<file path="src/rtl/mult_share_ctrl_if.sv">
// Request/response bundle for mult_share_ctrl.
//   req0_*/req1_* : two requester channels (valid/ready plus a/x operands)
//   rsp_*         : response channel (valid/ready plus requester id and product)
// master = client side (drives requests, consumes responses); slave = controller.
interface mult_share_ctrl_if #(
  parameter int unsigned M = 4,
  parameter int unsigned N = 4
);
  logic           req0_valid;
  logic           req0_ready;
  logic [M-1:0]   req0_a;
  logic [N-1:0]   req0_x;
  logic           req1_valid;
  logic           req1_ready;
  logic [M-1:0]   req1_a;
  logic [N-1:0]   req1_x;
  logic           rsp_valid;
  logic           rsp_ready;
  logic           rsp_id;
  logic [M+N-1:0] rsp_product;

  modport master (
    output req0_valid, req0_a, req0_x,
    output req1_valid, req1_a, req1_x,
    output rsp_ready,
    input  req0_ready, req1_ready,
    input  rsp_valid, rsp_id, rsp_product
  );

  modport slave (
    input  req0_valid, req0_a, req0_x,
    input  req1_valid, req1_a, req1_x,
    input  rsp_ready,
    output req0_ready, req1_ready,
    output rsp_valid, rsp_id, rsp_product
  );
endinterface

</file>
<file path="src/rtl/mult_share_ctrl.sv">
// Shares one combinational M x N multiplier between two requesters.
// Round-robin arbitration in IDLE, operands held on mul_a/mul_x for SETTLE
// cycles, product captured and returned with the requester id.
// Ports:
//   clk, rst     : clock, synchronous active-high reset
//   bus (slave)  : requester channels and response channel
//   mul_a, mul_x : registered operands to the shared multiplier
//   mul_product  : multiplier result (combinational from mul_a/mul_x)
//   busy         : high whenever the controller is not in IDLE
// SETTLE must be in 1..15.
module mult_share_ctrl #(
  parameter int unsigned M      = 4,
  parameter int unsigned N      = 4,
  parameter int unsigned SETTLE = 2
) (
  input  logic           clk,
  input  logic           rst,
  mult_share_ctrl_if.slave bus,
  output logic [M-1:0]   mul_a,
  output logic [N-1:0]   mul_x,
  input  logic [M+N-1:0] mul_product,
  output logic           busy
);

  localparam int unsigned CW = 4;
  localparam int unsigned PW = M + N;

  typedef enum logic [1:0] {IDLE, WAIT, RESP} state_t;

  state_t          state_q;
  logic            ptr_q;
  logic [CW-1:0]   cnt_q;
  logic            rsp_valid_q;
  logic            rsp_id_q;
  logic [PW-1:0]   rsp_product_q;
  logic            gnt0;
  logic            gnt1;

  // Round-robin grant; ptr names the requester favoured on a tie.
  always_comb begin
    gnt0 = 1'b0;
    gnt1 = 1'b0;
    if (!rst && state_q == IDLE) begin
      gnt0 = bus.req0_valid & (~bus.req1_valid | ~ptr_q);
      gnt1 = bus.req1_valid & (~bus.req0_valid |  ptr_q);
    end
  end

  assign bus.req0_ready  = gnt0;
  assign bus.req1_ready  = gnt1;
  assign bus.rsp_valid   = rsp_valid_q;
  assign bus.rsp_id      = rsp_id_q;
  assign bus.rsp_product = rsp_product_q;

  // Controller state, operand and response registers.
  always_ff @(posedge clk) begin
    if (rst) begin
      state_q       <= IDLE;
      ptr_q         <= 1'b0;
      cnt_q         <= '0;
      mul_a         <= '0;
      mul_x         <= '0;
      rsp_valid_q   <= 1'b0;
      rsp_id_q      <= 1'b0;
      rsp_product_q <= '0;
      busy          <= 1'b0;
    end else begin
      case (state_q)
        IDLE: begin
          if (gnt0) begin
            mul_a    <= bus.req0_a;
            mul_x    <= bus.req0_x;
            rsp_id_q <= 1'b0;
            ptr_q    <= 1'b1;
            cnt_q    <= CW'(SETTLE - 1);
            busy     <= 1'b1;
            state_q  <= WAIT;
          end else if (gnt1) begin
            mul_a    <= bus.req1_a;
            mul_x    <= bus.req1_x;
            rsp_id_q <= 1'b1;
            ptr_q    <= 1'b0;
            cnt_q    <= CW'(SETTLE - 1);
            busy     <= 1'b1;
            state_q  <= WAIT;
          end
        end
        WAIT: begin
          // Operands have been stable for SETTLE cycles once cnt reaches 0.
          if (cnt_q != '0) begin
            cnt_q <= cnt_q - CW'(1);
          end else begin
            rsp_product_q <= mul_product;
            rsp_valid_q   <= 1'b1;
            state_q       <= RESP;
          end
        end
        RESP: begin
          if (bus.rsp_ready) begin
            rsp_valid_q <= 1'b0;
            busy        <= 1'b0;
            state_q     <= IDLE;
          end
        end
        default: begin
          state_q <= IDLE;
        end
      endcase
    end
  end

endmodule

</file>
<file path="src/flat_wrapper.sv">
// flat-port wrapper written by rule: the top's interface ports become plain ports
module mult_share_ctrl_flat 
#(
  parameter int unsigned M      = 4,
  parameter int unsigned N      = 4,
  parameter int unsigned SETTLE = 2
)
  (clk, rst, mul_a, mul_x, mul_product, busy, bus_req0_valid, bus_req0_a, bus_req0_x, bus_req1_valid, bus_req1_a, bus_req1_x, bus_rsp_ready, bus_req0_ready, bus_req1_ready, bus_rsp_valid, bus_rsp_id, bus_rsp_product);
  mult_share_ctrl_if #(.M(M), .N(N)) bus_i ();
  input  logic clk;
  input  logic rst;
  output logic [M-1:0] mul_a;
  output logic [N-1:0] mul_x;
  input  logic [M+N-1:0] mul_product;
  output logic busy;
  input wire logic [$bits(bus_i.req0_valid)-1:0] bus_req0_valid;
  input wire logic [$bits(bus_i.req0_a)-1:0] bus_req0_a;
  input wire logic [$bits(bus_i.req0_x)-1:0] bus_req0_x;
  input wire logic [$bits(bus_i.req1_valid)-1:0] bus_req1_valid;
  input wire logic [$bits(bus_i.req1_a)-1:0] bus_req1_a;
  input wire logic [$bits(bus_i.req1_x)-1:0] bus_req1_x;
  input wire logic [$bits(bus_i.rsp_ready)-1:0] bus_rsp_ready;
  output wire logic [$bits(bus_i.req0_ready)-1:0] bus_req0_ready;
  output wire logic [$bits(bus_i.req1_ready)-1:0] bus_req1_ready;
  output wire logic [$bits(bus_i.rsp_valid)-1:0] bus_rsp_valid;
  output wire logic [$bits(bus_i.rsp_id)-1:0] bus_rsp_id;
  output wire logic [$bits(bus_i.rsp_product)-1:0] bus_rsp_product;
  assign bus_i.req0_valid = bus_req0_valid;
  assign bus_i.req0_a = bus_req0_a;
  assign bus_i.req0_x = bus_req0_x;
  assign bus_i.req1_valid = bus_req1_valid;
  assign bus_i.req1_a = bus_req1_a;
  assign bus_i.req1_x = bus_req1_x;
  assign bus_i.rsp_ready = bus_rsp_ready;
  assign bus_req0_ready = bus_i.req0_ready;
  assign bus_req1_ready = bus_i.req1_ready;
  assign bus_rsp_valid = bus_i.rsp_valid;
  assign bus_rsp_id = bus_i.rsp_id;
  assign bus_rsp_product = bus_i.rsp_product;
  mult_share_ctrl #(.M(M), .N(N), .SETTLE(SETTLE)) u_core (.clk(clk), .rst(rst), .bus(bus_i), .mul_a(mul_a), .mul_x(mul_x), .mul_product(mul_product), .busy(busy));
endmodule
</file>
<file path="config.mk">
export PLATFORM = sky130hd
export DESIGN_NAME = mult_share_ctrl_flat
export DESIGN_NICKNAME = d
export VERILOG_FILES = /design/src/rtl/mult_share_ctrl_if.sv /design/src/rtl/mult_share_ctrl.sv /design/src/flat_wrapper.sv
export SDC_FILE = /design/constraint.sdc
export NUM_CORES = 1
export LEC_CHECK = 0
export ABC_AREA = 1
export BUFFER_PORTS_ARGS = -buffer_cell sky130_fd_sc_hd__buf_4
export CORE_MARGIN = 10
export CORE_UTILIZATION = 47
export CTS_CLUSTER_SIZE = 8
export DETAILED_ROUTE_END_ITERATION = 6
export GPL_ROUTABILITY_DRIVEN = 0
export PLACE_DENSITY_LB_ADDON = 0.08
export SYNTH_ARGS = -nofsm -noshare
export SYNTH_HDL_FRONTEND = slang
export SYNTH_SLANG_ARGS = --single-unit
</file>
<file path="constraint.sdc">
create_clock -name clk -period 1.5 [get_ports clk]
set_input_delay 0.15 -clock clk [delete_from_list [all_inputs] [get_ports clk]]
set_output_delay 0.15 -clock clk [all_outputs]
set_load 0.02 [all_outputs]
</file>
==> results.tsv, run 1 <==
metric	value	unit
run status	complete, no violations	
Layout Cells excl Fill	264	
drt drc	0	
GRT overflow	0	
DP HPWL	2.610	mm
MaxCap Viol Count	0	
Seq/Total Area, Yosys	42.32	%
Die Ht	71.16	um
CP cell instances	nor2_2 > nand2_2 > nor2_4 > buf_4	
worst slew pin tran	224.3	ps
Core Box Area	2477	sq um
CP Class	flop to primary output	
CTS H-tree lvls	1	
ANT cells	0	
Total Power	0.001904	W
Vias	1254	
vias in the first global route	1260	
commonest non-fill, non-tap cell in the layout	buf_4	
Site Rows	18	
Pleak	0.9041	nW
DRT antenna net count	0	
Worst Skew	4.737	ps
initial antenna violation count	0	
CP max stage delay	370	ps
Synth Area in Compound Gates	10.99	%
total negative slack	0	ps
fraction of layout cells with a size suffix above 1	29.49	%
clock buffer depth	2	
Max VDD drop	0.0007135	V
Worst Path Arrival	1270	ps
placed cell count	256	
worst path bufs/invs	1	
Via density	4.750	
adder-cell share of the synthesized area	2.035	%
final setup violation count	0	
Slew Viols, Final	0	
fin crit share	94.74	%
GRT Util Overall	12.97	%
area grow syn2layout	40.08	%
worst hold path type	primary input to flop	
clk_lat worst skew	330	ps
R2R Setup Slk	150	ps
mux contribution to synthesized area	0	%
wire per inst	13.33	um
CTS tree	done	
XOR/XNOR share of the synthesized area	0.7121	%
most frequent cells in the layout	buf_4, nand2_1, nor2_1	
Ports	50	
Synth Net Count	210	
FF+latch count, synth	26	
drt pass-1 iters	4	
Worst EP required	1350	ps
largest net degree at the start of global routing	16	
Fmax achieved	703.7	MHz
clock sink count	26	
layout net count	266	
DR iter-0 viols	101	
PwrDens	1105	nW/um^2
Unique masters post-synth	21	
Finished Cell Area	1723	sq um
cell count after synthesis	179	
Worst path slowest cell	dfxtp_1	
Worst slew margin	85.00	%
synth warn	0	
Area after DPL	1628	sq um
CP endpoint kind	primary output	
IO buf count	49	
first-pass GRT wire length	5.471	mm
CP delay by family, top	simple AND/OR/NAND/NOR gates	
clk root buf	clkbuf_4	
Starting Density	49.65	%
Final Hold Vio Count	0	
Reg clk slew, reported paths	150	ps
full die area	5063	sq um
CTS Buf Count	3	
fin crit period	1421	ps
final WL	3.518	mm
CP Launch Type	flop	
Max FO, Critical Path	3	
Mean Syn Cell Area	6.871	sq um
DIE WIDTH	71.16	um
synthesized area	1230	sq um
fraction of the mapped netlist area in simple logic gates	33.57	%
main combinational cell family by area after synthesis	simple AND/OR/NAND/NOR gates	
==> tightest hold or removal path: stages <==
cell	delay [ps]
buf_4	80
nor2_1	30
nor2_1	80
==> power by group <==
group	internal (W)	switching, W	leakage, nW
registers	0.000772	0.0000482	0.213
logic	0.000249	0.000340	0.663
clock network	0.000270	0.000225	0.0279
total	0.00129	0.000613	0.904
==> through the flow <==
step                      setup WS (ps)  hold slack (ps)  util (%)
after global routing             -2.922            15.13     69.55
after detailed placement          108.7            387.9     65.71
after floorplan                   249.2            219.1         -
final                             78.92            29.81     69.55
after CTS                         58.79            32.94     68.64
after global placement            199.1            373.1     65.71
==> path summary, 6_finish.rpt <==
kind	start	endpoint	cells past startpoint
hold / removal	mul_product[0]	u_core.bus.rsp_product[0]	3
hold reg to reg	u_core.mul_x[2]	u_core.mul_x[2]	2
setup reg to reg	u_core.cnt_q[0]	u_core.cnt_q[2]	7
setup / recovery	u_core.state_q[1]	bus_req0_ready	4
==> per-layer routing <==
layer | share of wire [%] | vias up | track usage [%]
li1 | - | 666 | -
met1 | 42 | 552 | 14.06
met2 | 51 | 34 | 22.25
met3 | 6.0 | 2 | 4.324
met4 | 0.54 | 0 | 5.806
met5 | 0 | - | 0
==> registers in the layout, indices dropped and copies added (netlist names) <==
signal / cells
u_core.bus.rsp_product: 8
u_core.busy: 1
u_core.cnt_q: 4
u_core.mul_a: 4
u_core.ptr_q: 1
u_core.mul_x: 4
u_core.bus.rsp_id: 1
u_core.state_q: 2
u_core.bus.rsp_valid: 1
==> cell families (layout without fill, tap and decap cells) <==
family                   after synthesis  count (layout)
XOR/XNOR                               1               1
AND/OR/NAND/NOR                       93              93
buffers and inverters                 32              87
adder cells (fa/ha/maj)                2               2
AO/OA/AOI/OAI                         25              25
flip-flops                            26              26
==> cell type report <==
type,instances,area (sq um)
Fill cell,217,754.5
Multi-Input combinational cell,121,594.3
Sequential cell,26,520.5
Timing Repair Buffer,55,412.9
Inverter,28,105.1
Tap cell,30,37.54
Clock inverter,1,30.03
Clock buffer,3,22.52
==> synth_stat cells <==
master | count | share of area (%)
a21boi_0 | 1 | 0.61
a21oi_1 | 12 | 4.9
buf_4 | 2 | 1.2
clkbuf_1 | 2 | 0.61
dfxtp_1 | 26 | 42
ha_1 | 2 | 2.0
inv_1 | 26 | 7.9
inv_2 | 2 | 0.61
nand2_1 | 45 | 14
nand2_2 | 1 | 0.51
nand2_4 | 1 | 0.92
nand3_1 | 12 | 4.9
nand4_1 | 2 | 1.0
nor2_1 | 28 | 8.5
nor2_2 | 1 | 0.51
nor2_4 | 2 | 1.8
nor2_8 | 1 | 1.6
o21ai_0 | 9 | 3.7
o21bai_1 | 2 | 1.2
o31ai_1 | 1 | 0.61
xnor2_1 | 1 | 0.71
==> timing repair <==
action | in CTS | in global routing
hold buffers | 0 | 0
pin swaps | 2 | 1
endpoints found under the setup margin | 2 | 7
endpoints found under the hold margin | 0 | 0
gates resized for setup | 1 | 2
buffers inserted | 2 | 2
(Power assumes the default switching activity.)
==> run 2, diff against run 1 <==
- SETUP_SLACK_MARGIN: not set -> 0.5
==> run 2 against run 1 <==
Die area unchanged. Combinational power up 32%. Utilization up 12 points. Total power up 11%. Clock-buffer cell count unchanged. Sequential power up 2.9%.
==> results.tsv, run 2 (synthesis results as in run 1) <==
metric	value	unit
DIE WIDTH	71.16	um
run status	complete, no violations	
final setup violation count	0	
Max FO, Critical Path	3	
total negative slack	0	ps
combinational share of power	36.7	%
Worst EP required	1350	ps
placed cell count	256	
CTS H-tree lvls	1	
clk root buf	clkbuf_4	
fin crit share	93.46	%
Fin Hold WS	21.02	ps
Core Util, Final	81.72	%
CP Launch Type	flop	
Layout Cells excl Fill	272	
Sw Ratio	33.30	%
CP endpoint kind	primary output	
R2R Path Start	u_core.state_q[1]	
clk_lat worst skew	340	ps
worst slew pin tran	255.0	ps
PwrDens	1044	nW/um^2
DR iter-0 viols	102	
layout net count	274	
max reg flops	8	
Max VDD drop	0.0009279	V
R2R Setup Slk	130	ps
Die Ht	71.16	um
Register-to-Register Path Depth	7	
Core Box Area	2477	sq um
final WL	3.967	mm
full die area	5063	sq um
Hold Path Origin	mul_product[2]	
fin crit period	1402	ps
Worst Path Arrival	1250	ps
DRT antenna net count	0	
hold depth	3	
Hold Buf Count CTS	0	
ANT cells	0	
CTS Buf Count	3	
Via density	4.985	
largest net degree at the start of global routing	16	
Pleak	1.008	nW
Reg clk slew, reported paths	150	ps
fraction of layout cells with a size suffix above 1	51.65	%
drt drc	0	
area grow syn2layout	64.60	%
Site Rows	18	
IO buf count	49	
first-pass GRT wire length	5.823	mm
DP HPWL	2.513	mm
worst hold path type	primary input to flop	
drt pass-1 iters	4	
cell-internal power	0.001409	W
Psw	0.0007036	W
most frequent cells in the layout	buf_4, nand2_1, nor2_1	
Worst Skew	13.69	ps
vias in the first global route	1330	
clock buffer depth	2	
initial antenna violation count	0	
Sequential Power Share	40.0	%
RSZ-0062 raised after global routing	yes	
Clk pwr share	23.3	%
clock sink count	26	
Final Hold Vio Count	0	
Ports	50	
CP Class	flop to primary output	
Hold EP	u_core.bus.rsp_product[2]	
CTS tree	done	
Fmax achieved	713.3	MHz
GRT Util Overall	13.43	%
Starting Density	49.65	%
wire per inst	14.58	um
GRT overflow	0	
MaxCap Viol Count	0	
Vias	1356	
commonest non-fill, non-tap cell in the layout	buf_4	
Worst slew margin	82.97	%
Slew Viols, Final	0	
FF-to-FF End	u_core.mul_a[3]	
[run 2: cell types whose count changed in the layout (fill, tap and decap cells not counted), sizes merged]
cell / delta
buf: +6
nor2: +1
nand2: +1
[run 2: cell type report]
cell class,count,area [sq um]
tap,30,37.54
clock inverter,1,30.03
multi-input combinational,123,726.9
clock buffer,3,22.52
fill,155,452.9
timing repair buffer,61,541.8
inverter,28,110.1
sequential,26,555.5
[run 2: worst max-delay path, stage by stage (launching register included)]
cell,delay [ps]
dfxtp_4,390
nor2_4,150
nand2_4,100
nor2_4,140
buf_6,130
[run 2: worst max path at each step]
| stage | start | to | slack [ps] |
|---|---|---|---|
| after detailed placement | rst | u_core.mul_a[0] | 140 |
| after global placement | rst | bus_req0_ready | 180 |
| after CTS | u_core.state_q[1] | bus_req1_ready | 160 |
| after global routing | u_core.state_q[1] | bus_req1_ready | 50 |
| after floorplan | u_core.state_q[0] | u_core.mul_a[1] | 320 |
| final | u_core.state_q[1] | bus_req1_ready | 100 |
[run 2: layer usage]
metal	vias to the layer above	GRT usage [%]	part of all wire, %
met4	0	4.516	3.2
met3	13	4.881	6.1
li1	681	-	-
met2	51	22.65	51
met5	-	0	0
met1	611	15.18	40
[run 2: metrics by stage]
stage | setup slack [ps] | instance area (sq um) | total power [W]
2_1_floorplan | 319.2 | 1289 | 0.001219
3_3_place_gp | 181.6 | 1683 | 0.001425
3_5_place_dp | 140.2 | 1683 | 0.001440
4_1_cts | 164.4 | 1843 | 0.001989
5_1_grt | 45.92 | 2024 | 0.002220
6_report | 98.09 | 2024 | 0.002113
[run 2: power by group through the flow]
stage	clock network [W]	logic [W]	registers, W
2_1_floorplan	0	0.000318	0.000901
3_3_place_gp	0	0.000592	0.000833
3_5_place_dp	0	0.000605	0.000835
4_1_cts	0.000493	0.000672	0.000824
5_1_grt	0.000519	0.000848	0.000853
6_report	0.000493	0.000776	0.000844
[run 2: repair_timing]
item,CTS,global route
resized for setup,15,53
buffers inserted,6,4
gates cloned,1,1
pin swaps,9,13
endpoints found under the setup margin,29,47
